[src/rtl/md_sequencer.sv]
// Multiply/divide sequencer between EX and the shared iterative div_mul core.
// Optional MD_FAST_MUL_EN: multiplies complete in one cycle without the core.
module md_sequencer #(
  parameter int TIMEOUT = 40
) (
  input  logic        clk,
  input  logic        rst,
  input  logic        op_valid,
  input  logic [1:0]  op_type,
  input  logic [31:0] op_src1,
  input  logic [31:0] op_src2,
  input  logic        flush,
  input  logic        hold,
  output logic        stallreq,
  output logic        busy,
  output logic        core_start,
  output logic        core_signed,
  output logic [1:0]  core_choose,
  output logic        core_annul,
  output logic [31:0] core_opdata1,
  output logic [31:0] core_opdata2,
  input  logic [63:0] core_result,
  input  logic        core_ready,
  output logic        hilo_we,
  output logic [31:0] hilo_hi,
  output logic [31:0] hilo_lo,
  output logic        md_err
);

  // state | meaning
  // IDLE  | waiting for an op from EX
  // RUN   | core iterating, pipeline stalled, watchdog counting
  // DONE  | result held, HI/LO written when hold is low
  typedef enum logic [1:0] {S_IDLE, S_RUN, S_DONE} state_t;

  localparam logic [7:0] TIMEOUT_CNT = TIMEOUT[7:0];

  state_t      state_q, state_d;
  logic [1:0]  op_q;
  logic [31:0] src1_q, src2_q;
  logic [7:0]  cnt_q, cnt_d, cnt_inc;
  logic [63:0] res_q, res_d;
  logic        err_q, err_d;
  logic        accept;

`ifdef MD_FAST_MUL_EN
  logic        ext1, ext2;
  logic [63:0] mul_a, mul_b, mul_prod;

  // Low 64 bits of the sign-extended product equal the 33x33 signed product.
  assign ext1     = ~op_type[0] & op_src1[31];
  assign ext2     = ~op_type[0] & op_src2[31];
  assign mul_a    = {{32{ext1}}, op_src1};
  assign mul_b    = {{32{ext2}}, op_src2};
  assign mul_prod = mul_a * mul_b;
`endif

  assign cnt_inc = cnt_q + 8'd1;

  always_comb begin
    state_d     = state_q;
    cnt_d       = cnt_q;
    res_d       = res_q;
    err_d       = err_q;
    accept      = 1'b0;
    stallreq    = 1'b0;
    core_start  = 1'b0;
    core_signed = 1'b0;
    core_choose = 2'b00;
    core_annul  = 1'b0;
    hilo_we     = 1'b0;
    case (state_q)
      S_IDLE: begin
        if (op_valid && !flush) begin
          stallreq = 1'b1;
          accept   = 1'b1;
          cnt_d    = 8'd0;
          if (op_type[1] && (op_src2 == 32'd0)) begin
            state_d = S_DONE;
            res_d   = {op_src1, 32'hFFFF_FFFF};
          end
`ifdef MD_FAST_MUL_EN
          else if (!op_type[1]) begin
            state_d = S_DONE;
            res_d   = mul_prod;
          end
`endif
          else begin
            state_d = S_RUN;
          end
        end
      end
      S_RUN: begin
        stallreq    = 1'b1;
        core_signed = ~op_q[0];
        core_choose = op_q[1] ? 2'b01 : 2'b11;
        if (flush) begin
          core_annul = 1'b1;
          state_d    = S_IDLE;
        end else begin
          core_start = 1'b1;
          cnt_d      = cnt_inc;
          if (core_ready) begin
            res_d   = core_result;
            state_d = S_DONE;
          end else if (cnt_inc == TIMEOUT_CNT) begin
            core_annul = 1'b1;
            err_d      = 1'b1;
            res_d      = 64'd0;
            state_d    = S_DONE;
          end
        end
      end
      S_DONE: begin
        // Leaving DONE clears the result so HI/LO read 0 outside DONE.
        if (flush) begin
          state_d = S_IDLE;
          res_d   = 64'd0;
        end else if (!hold) begin
          hilo_we = 1'b1;
          state_d = S_IDLE;
          res_d   = 64'd0;
        end
      end
      default: state_d = S_IDLE;
    endcase
  end

  always_ff @(posedge clk) begin
    if (rst) begin
      state_q <= S_IDLE;
      op_q    <= 2'b00;
      src1_q  <= 32'd0;
      src2_q  <= 32'd0;
      cnt_q   <= 8'd0;
      res_q   <= 64'd0;
      err_q   <= 1'b0;
    end else begin
      state_q <= state_d;
      cnt_q   <= cnt_d;
      res_q   <= res_d;
      err_q   <= err_d;
      if (accept) begin
        op_q   <= op_type;
        src1_q <= op_src1;
        src2_q <= op_src2;
      end
    end
  end

  assign busy         = (state_q != S_IDLE);
  assign core_opdata1 = src1_q;
  assign core_opdata2 = src2_q;
  assign hilo_hi      = res_q[63:32];
  assign hilo_lo      = res_q[31:0];
  assign md_err       = err_q;

endmodule

[config.mk]
export PLATFORM = sky130hd
export DESIGN_NAME = md_sequencer
export DESIGN_NICKNAME = d
export VERILOG_FILES = /design/src/rtl/md_sequencer.sv
export SDC_FILE = /design/constraint.sdc
export NUM_CORES = 1
export LEC_CHECK = 0
export ABC_AREA = 1
export CAP_MARGIN = 10
export CELL_PAD_IN_SITES_DETAIL_PLACEMENT = 0
export CELL_PAD_IN_SITES_GLOBAL_PLACEMENT = 1
export CORE_ASPECT_RATIO = 0.75
export CORE_MARGIN = 2
export CORE_UTILIZATION = 32
export CTS_CLUSTER_SIZE = 28
export DETAILED_ROUTE_END_ITERATION = 8
export PLACE_DENSITY = 0.83
export SLEW_MARGIN = 20
export SYNTH_ARGS = -nofsm -noshare
export SYNTH_HDL_FRONTEND = slang
export SYNTH_SLANG_ARGS = --single-unit
[constraint.sdc]
create_clock -name clk -period 3.5 [get_ports clk]
set_clock_uncertainty 0.15 [all_clocks]
set_input_delay 0.7 -clock clk [delete_from_list [all_inputs] [get_ports clk]]
set_output_delay 0.7 -clock clk [all_outputs]
set_load 0.01 [all_outputs]
Yosys cells after proc, flatten, opt, wreduce, memory -nomap -nowiden
Index checks and enable logic that the tools add are counted.
W data, S select, Z words.
{ "classes": {"add_sub_neg": 1, "n_eq_ne": 9, "mux": 34, "n_bitwise": 3, "n_reduce_logical": 12} }
{ "op_table": {"columns": ["cell", "n"], "rows": [
  ["$mux W64", 7],
  ["$pmux W64 S3", 1],
  ["$logic_not A32 Y1", 1],
  ["$mux W2", 9],
  ["$mux W8", 2],
  ["$pmux W8 S2", 1],
  ["$mux W1", 12],
  ["$add A8 B1 Y8 const B", 1],
  ["$eq A8 B6 Y1 const B", 1],
  ["$ne A2 B2 Y1 const B", 3],
  ["$ne A3 B3 Y1 const B", 2],
  ["$pmux W2 S3", 1],
  ["$reduce_and A3 Y1", 2],
  ["$reduce_and A6 Y1", 1],
  ["$ne A4 B4 Y1 const B", 1],
  ["$reduce_and A4 Y1", 1],
  ["$reduce_bool A2 Y1", 2],
  ["$not A1 Y1", 3],
  ["$reduce_bool A3 Y1", 1],
  ["$eq A2 B1 Y1 const B", 1],
  ["$eq A2 B2 Y1 const B", 1],
  ["$logic_and A1 B1 Y1", 2],
  ["$logic_not A2 Y1", 1],
  ["$pmux W1 S2", 1],
  ["$logic_not A1 Y1", 1]
]} }
{ "totals": {"register_bits": 141, "inputBits": 136, "output_inout_bits": 137, "word_cells": 66} }

Logic depth before layout (Yosys ltp)
{ "logic_depth": {"word_depth": 6, "depth_mapped": 13} }

Worst setup path after synthesis
OpenSTA, ideal clock, no wires.
{ "synth_timing": {"kind": "register to output", "startpoint": "register state_q[0]", "endpoint": "output port stallreq", "t_arrival_ns": 1.604, "path_slack_ns": 1.046, "stages_incl_launch_ff": 8, "n_path_buf": 3, "path_cell_list": "dfxtp_1 > inv_1 > ha_1 > clkbuf_1 > nand3_1 > clkbuf_1 > clkbuf_1 > nand2_1"} }
{ "synth_via": {"elab_chain_len": 2} }
{ "synth_rtl": {"columns": ["element", "line", "rtl"], "rows": [
  ["from (decl)", "38", "state_t state_q, state_d;"],
  ["from (signal assigned)", "139", "state_q <= state_d;"],
  ["$eq A2 B1 Y1 / $logic_not A2 Y1 (equally long branches)", "72", "case (state_q)"],
  ["$pmux W1 S2 (*)", "72", null],
  ["to (decl)", "14", "output logic stallreq,"]
]} }
Every way passes the cells marked *; elsewhere a longest branch is shown, timed or not.

Worst setup path in the final report
{ "layout_timing": {"startpoint": "register cnt_q[1]", "endpoint": "output port core_annul"} }
{ "layout_via": {"elab_chain_len": 6} }
{ "layout_rtl": {"columns": ["element", "line", "rtl"], "rows": [
  ["from (decl)", "41", "logic [7:0] cnt_q, cnt_d, cnt_inc;"],
  ["from (signal assigned)", "140", "cnt_q <= cnt_d;"],
  ["$add A8 B1 Y8", "58", "assign cnt_inc = cnt_q + 8'd1;"],
  ["$eq A8 B6 Y1", "106", "end else if (cnt_inc == TIMEOUT_CNT) begin"],
  ["$mux W1", "106", null],
  ["$mux W1", "103", "if (core_ready) begin"],
  ["$mux W1", "97", "if (flush) begin"],
  ["$mux W1", "72", null],
  ["to (decl)", "19", "output logic core_annul,"]
]} }
Every way passes these cells.

==> flow_summary.ini <==
[yosys]
synth-simple-area-share = 0.226
synth.area.mux_share = 0
synth_fa_ha_area_frac = 0.0110
synth_top_family_by_area = simple AND/OR/NAND/NOR gates
avgSynthCellArea_um2 = 7.18
synth_compound_area_frac = 0.212
synth_cells = 948
synth_seq_cells = 141
synth_warnings = 0
synth_xor_xnor_area_share = 0.00257
yosysUniqueCellTypes = 30
syn_nets = 1090
ys_seq_area_frac = 0.415
syn_area_um2 = 6810

[run_status]
outcome = complete, no violations

[die]
die_w_um = 172
start_util = 0.324
core_um2 = 21000
ios = 273
die_h_um = 130
die_area_um2 = 22500
std_cell_rows = 46

[timing]
hold_viol = 0
tightest_slew_ns = 0.778
tns_ns = 0
slew_violations = 0
setup_viol = 0
relSlewSlack = 0.479
fin_crit_ns = 3.23
final.setup.worst_slack_ns = 0.271
period_share = 0.923
rsz0062_at_grt = no
fmax_mhz = 310

[cells_and_area]
final_util = 0.490
post_route_cells_drive_above_1_share = 0.0839
area_growth_pct = 51.3
nFillCells = 2082
fin_nets = 1322
antenna_cells = 0

[min_path]
min_to = core_opdata1[6]
min_from = core_opdata1[6]
whs_path_depth = 2
min-delay-path-class = register to register

[route]
drcViolationCount = 0
ant_nets = 0
via_per_inst = 4.62
drt_iter0_drc = 365
num_vias = 6831
drt_wl_total_mm = 21.8
firstDrtPassIters = 4
wire_per_inst_um = 14.7

[clocking]
cts_hold_buf = 0
cts_tree = built
post-cts-setup-buffers = 0
cts-root-buf = clkbuf_16
cts_resized = 0
cts_buffer_depth = 2
numCtsBuffers = 17
path_clk_slew_ns = 0.06
clock_sinks = 141
insertion_delay_ns = 0.42
cts_htree_levels = 4

[worst_setup_path]
rrSetupSlack_ns = 1.04
cp-end-kind = primary output
r2r_cells = 11
required_ns = 2.65
r2r_start = state_q[0]
critPathArrivalTime_ns = 2.38
reg2reg_to = res_q[37]
startpoint_type = register
path_class = register to primary output
cp_max_fo = 5

[placed_design]
io_buffers = 272
dp_hpwl_mm = 15.5
dp_slack_ns = 0.316
gp_congestion = 0.785

[power]
vdd.ir_drop.worst_uv = 500
power_density_nw_per_um2 = 813
p_leak_uw = 0.00407
p_total_uw = 8370

[run]
maxCapViolations = 0

[global_route]
grt.total_usage = 0.192
grt_pass1_vias = 6278
antenna_found_initial = 0
grt_pass1_wl_mm = 33.6
grt_max_degree = 133
grt-ovfl-total = 0
[flip-flops by register name, indices dropped and copies added (netlist names)]
register	count
md_err	1
state_q	2
op_q	2
core_opdata1	32
res_q	64
core_opdata2	32
cnt_q	8
[final cells by class]
cell class | instances | area (um^2) | area share
Clock inverter | 13 | 189 | 0.0183
Clock buffer | 18 | 439 | 0.0426
Sequential cell | 141 | 2820 | 0.274
Timing Repair Buffer | 288 | 2920 | 0.283
Tap cell | 288 | 360 | 0.0350
Multi-Input combinational cell | 611 | 3110 | 0.302
Inverter | 121 | 457 | 0.0443
[how the worst max path moves through the flow]
stage | endpoint | depth (start not counted) | startpoint
floorplan | stallreq | 7 | state_q[0]
global placement | res_q[37] | 12 | op_src2[25]
detailed placement | res_q[37] | 12 | op_src2[25]
CTS | core_annul | 9 | cnt_q[1]
global route | core_annul | 9 | cnt_q[1]
finish | core_annul | 10 | cnt_q[1]
[logic make-up after synthesis]
| logic type | Yosys count |
|---|---|
| AO/OA/AOI/OAI | 244 |
| AND/OR/NAND/NOR | 359 |
| buffers and inverters | 196 |
| flip-flops | 141 |
| adder cells (fa/ha/maj) | 6 |
| XOR/XNOR | 2 |
[cells in the mapped netlist]
library cell | n | area [um^2]
a211oi_1 | 1 | 7.51
a21oi_1 | 107 | 536
a21oi_2 | 34 | 298
a22oi_1 | 32 | 240
buf_1 | 9 | 33.8
buf_12 | 4 | 80.1
buf_2 | 11 | 55.1
buf_4 | 4 | 30.0
buf_6 | 9 | 101
buf_8 | 1 | 15.0
clkbuf_1 | 37 | 139
dfxtp_1 | 141 | 2820
ha_1 | 6 | 75.1
inv_1 | 120 | 450
inv_2 | 1 | 3.75
nand2_1 | 136 | 510
nand2_2 | 2 | 12.5
nand3_1 | 113 | 566
nand3_2 | 1 | 10.0
nand3b_1 | 1 | 7.51
nand4_1 | 3 | 18.8
nor2_1 | 90 | 338
nor2_2 | 7 | 43.8
nor3_1 | 5 | 25.0
o211a_1 | 1 | 10.0
o211ai_1 | 1 | 7.51
o21ai_0 | 67 | 335
o21bai_2 | 1 | 11.3
or2_2 | 1 | 6.26
xnor2_1 | 2 | 17.5
[worst max-delay path: stages, from the launching register on]
cell,delay [ns]
dfxtp_1,0.40
ha_1,0.23
nand3_1,0.11
nand2_1,0.10
nand3_1,0.08
nor2_1,0.14
nand3_2,0.14
inv_1,0.10
nand2_1,0.05
nand2_1,0.08
clkdlybuf4s50_1,0.54
[layer usage]
metal  global-route usage  share of wire  routed length [um]  vias up
met5                    0              0                   0        -
met4               0.0534          0.012                 259        0
met3               0.0561          0.077                1690       22
met2                0.324           0.46               10100      195
met1                0.239           0.45                9790     3062
li1                     -              -                   -     3552
[per-stage QoR]
step | area (um^2) | hold WS [ns] | cells
floorplan | 6810 | 0.274 | 948
global placement | 9670 | 0.279 | 1449
detailed placement | 9670 | 0.284 | 1449
CTS | 10300 | 0.293 | 1480
global route | 10300 | 0.314 | 1480
finish | 10300 | 0.291 | 1480
[placed cells by master (no fill, tap or decap), drive strengths merged, types with 16 or more instances in the layout]
cell type / count
nand2: 138
clkbuf: 18
o21ai: 67
clkdlybuf4s50: 272
nand3: 114
dfxtp: 141
a22oi: 32
buf: 16
a21oi: 141
inv: 123
nor2: 97
[where the power goes]
part           total, uW  switching [uW]  internal, uW
registers           2470             324          2150
logic               3970            2100          1870
clock network       1930             722          1210
Note: power is estimated with default switching activity, not from simulation.
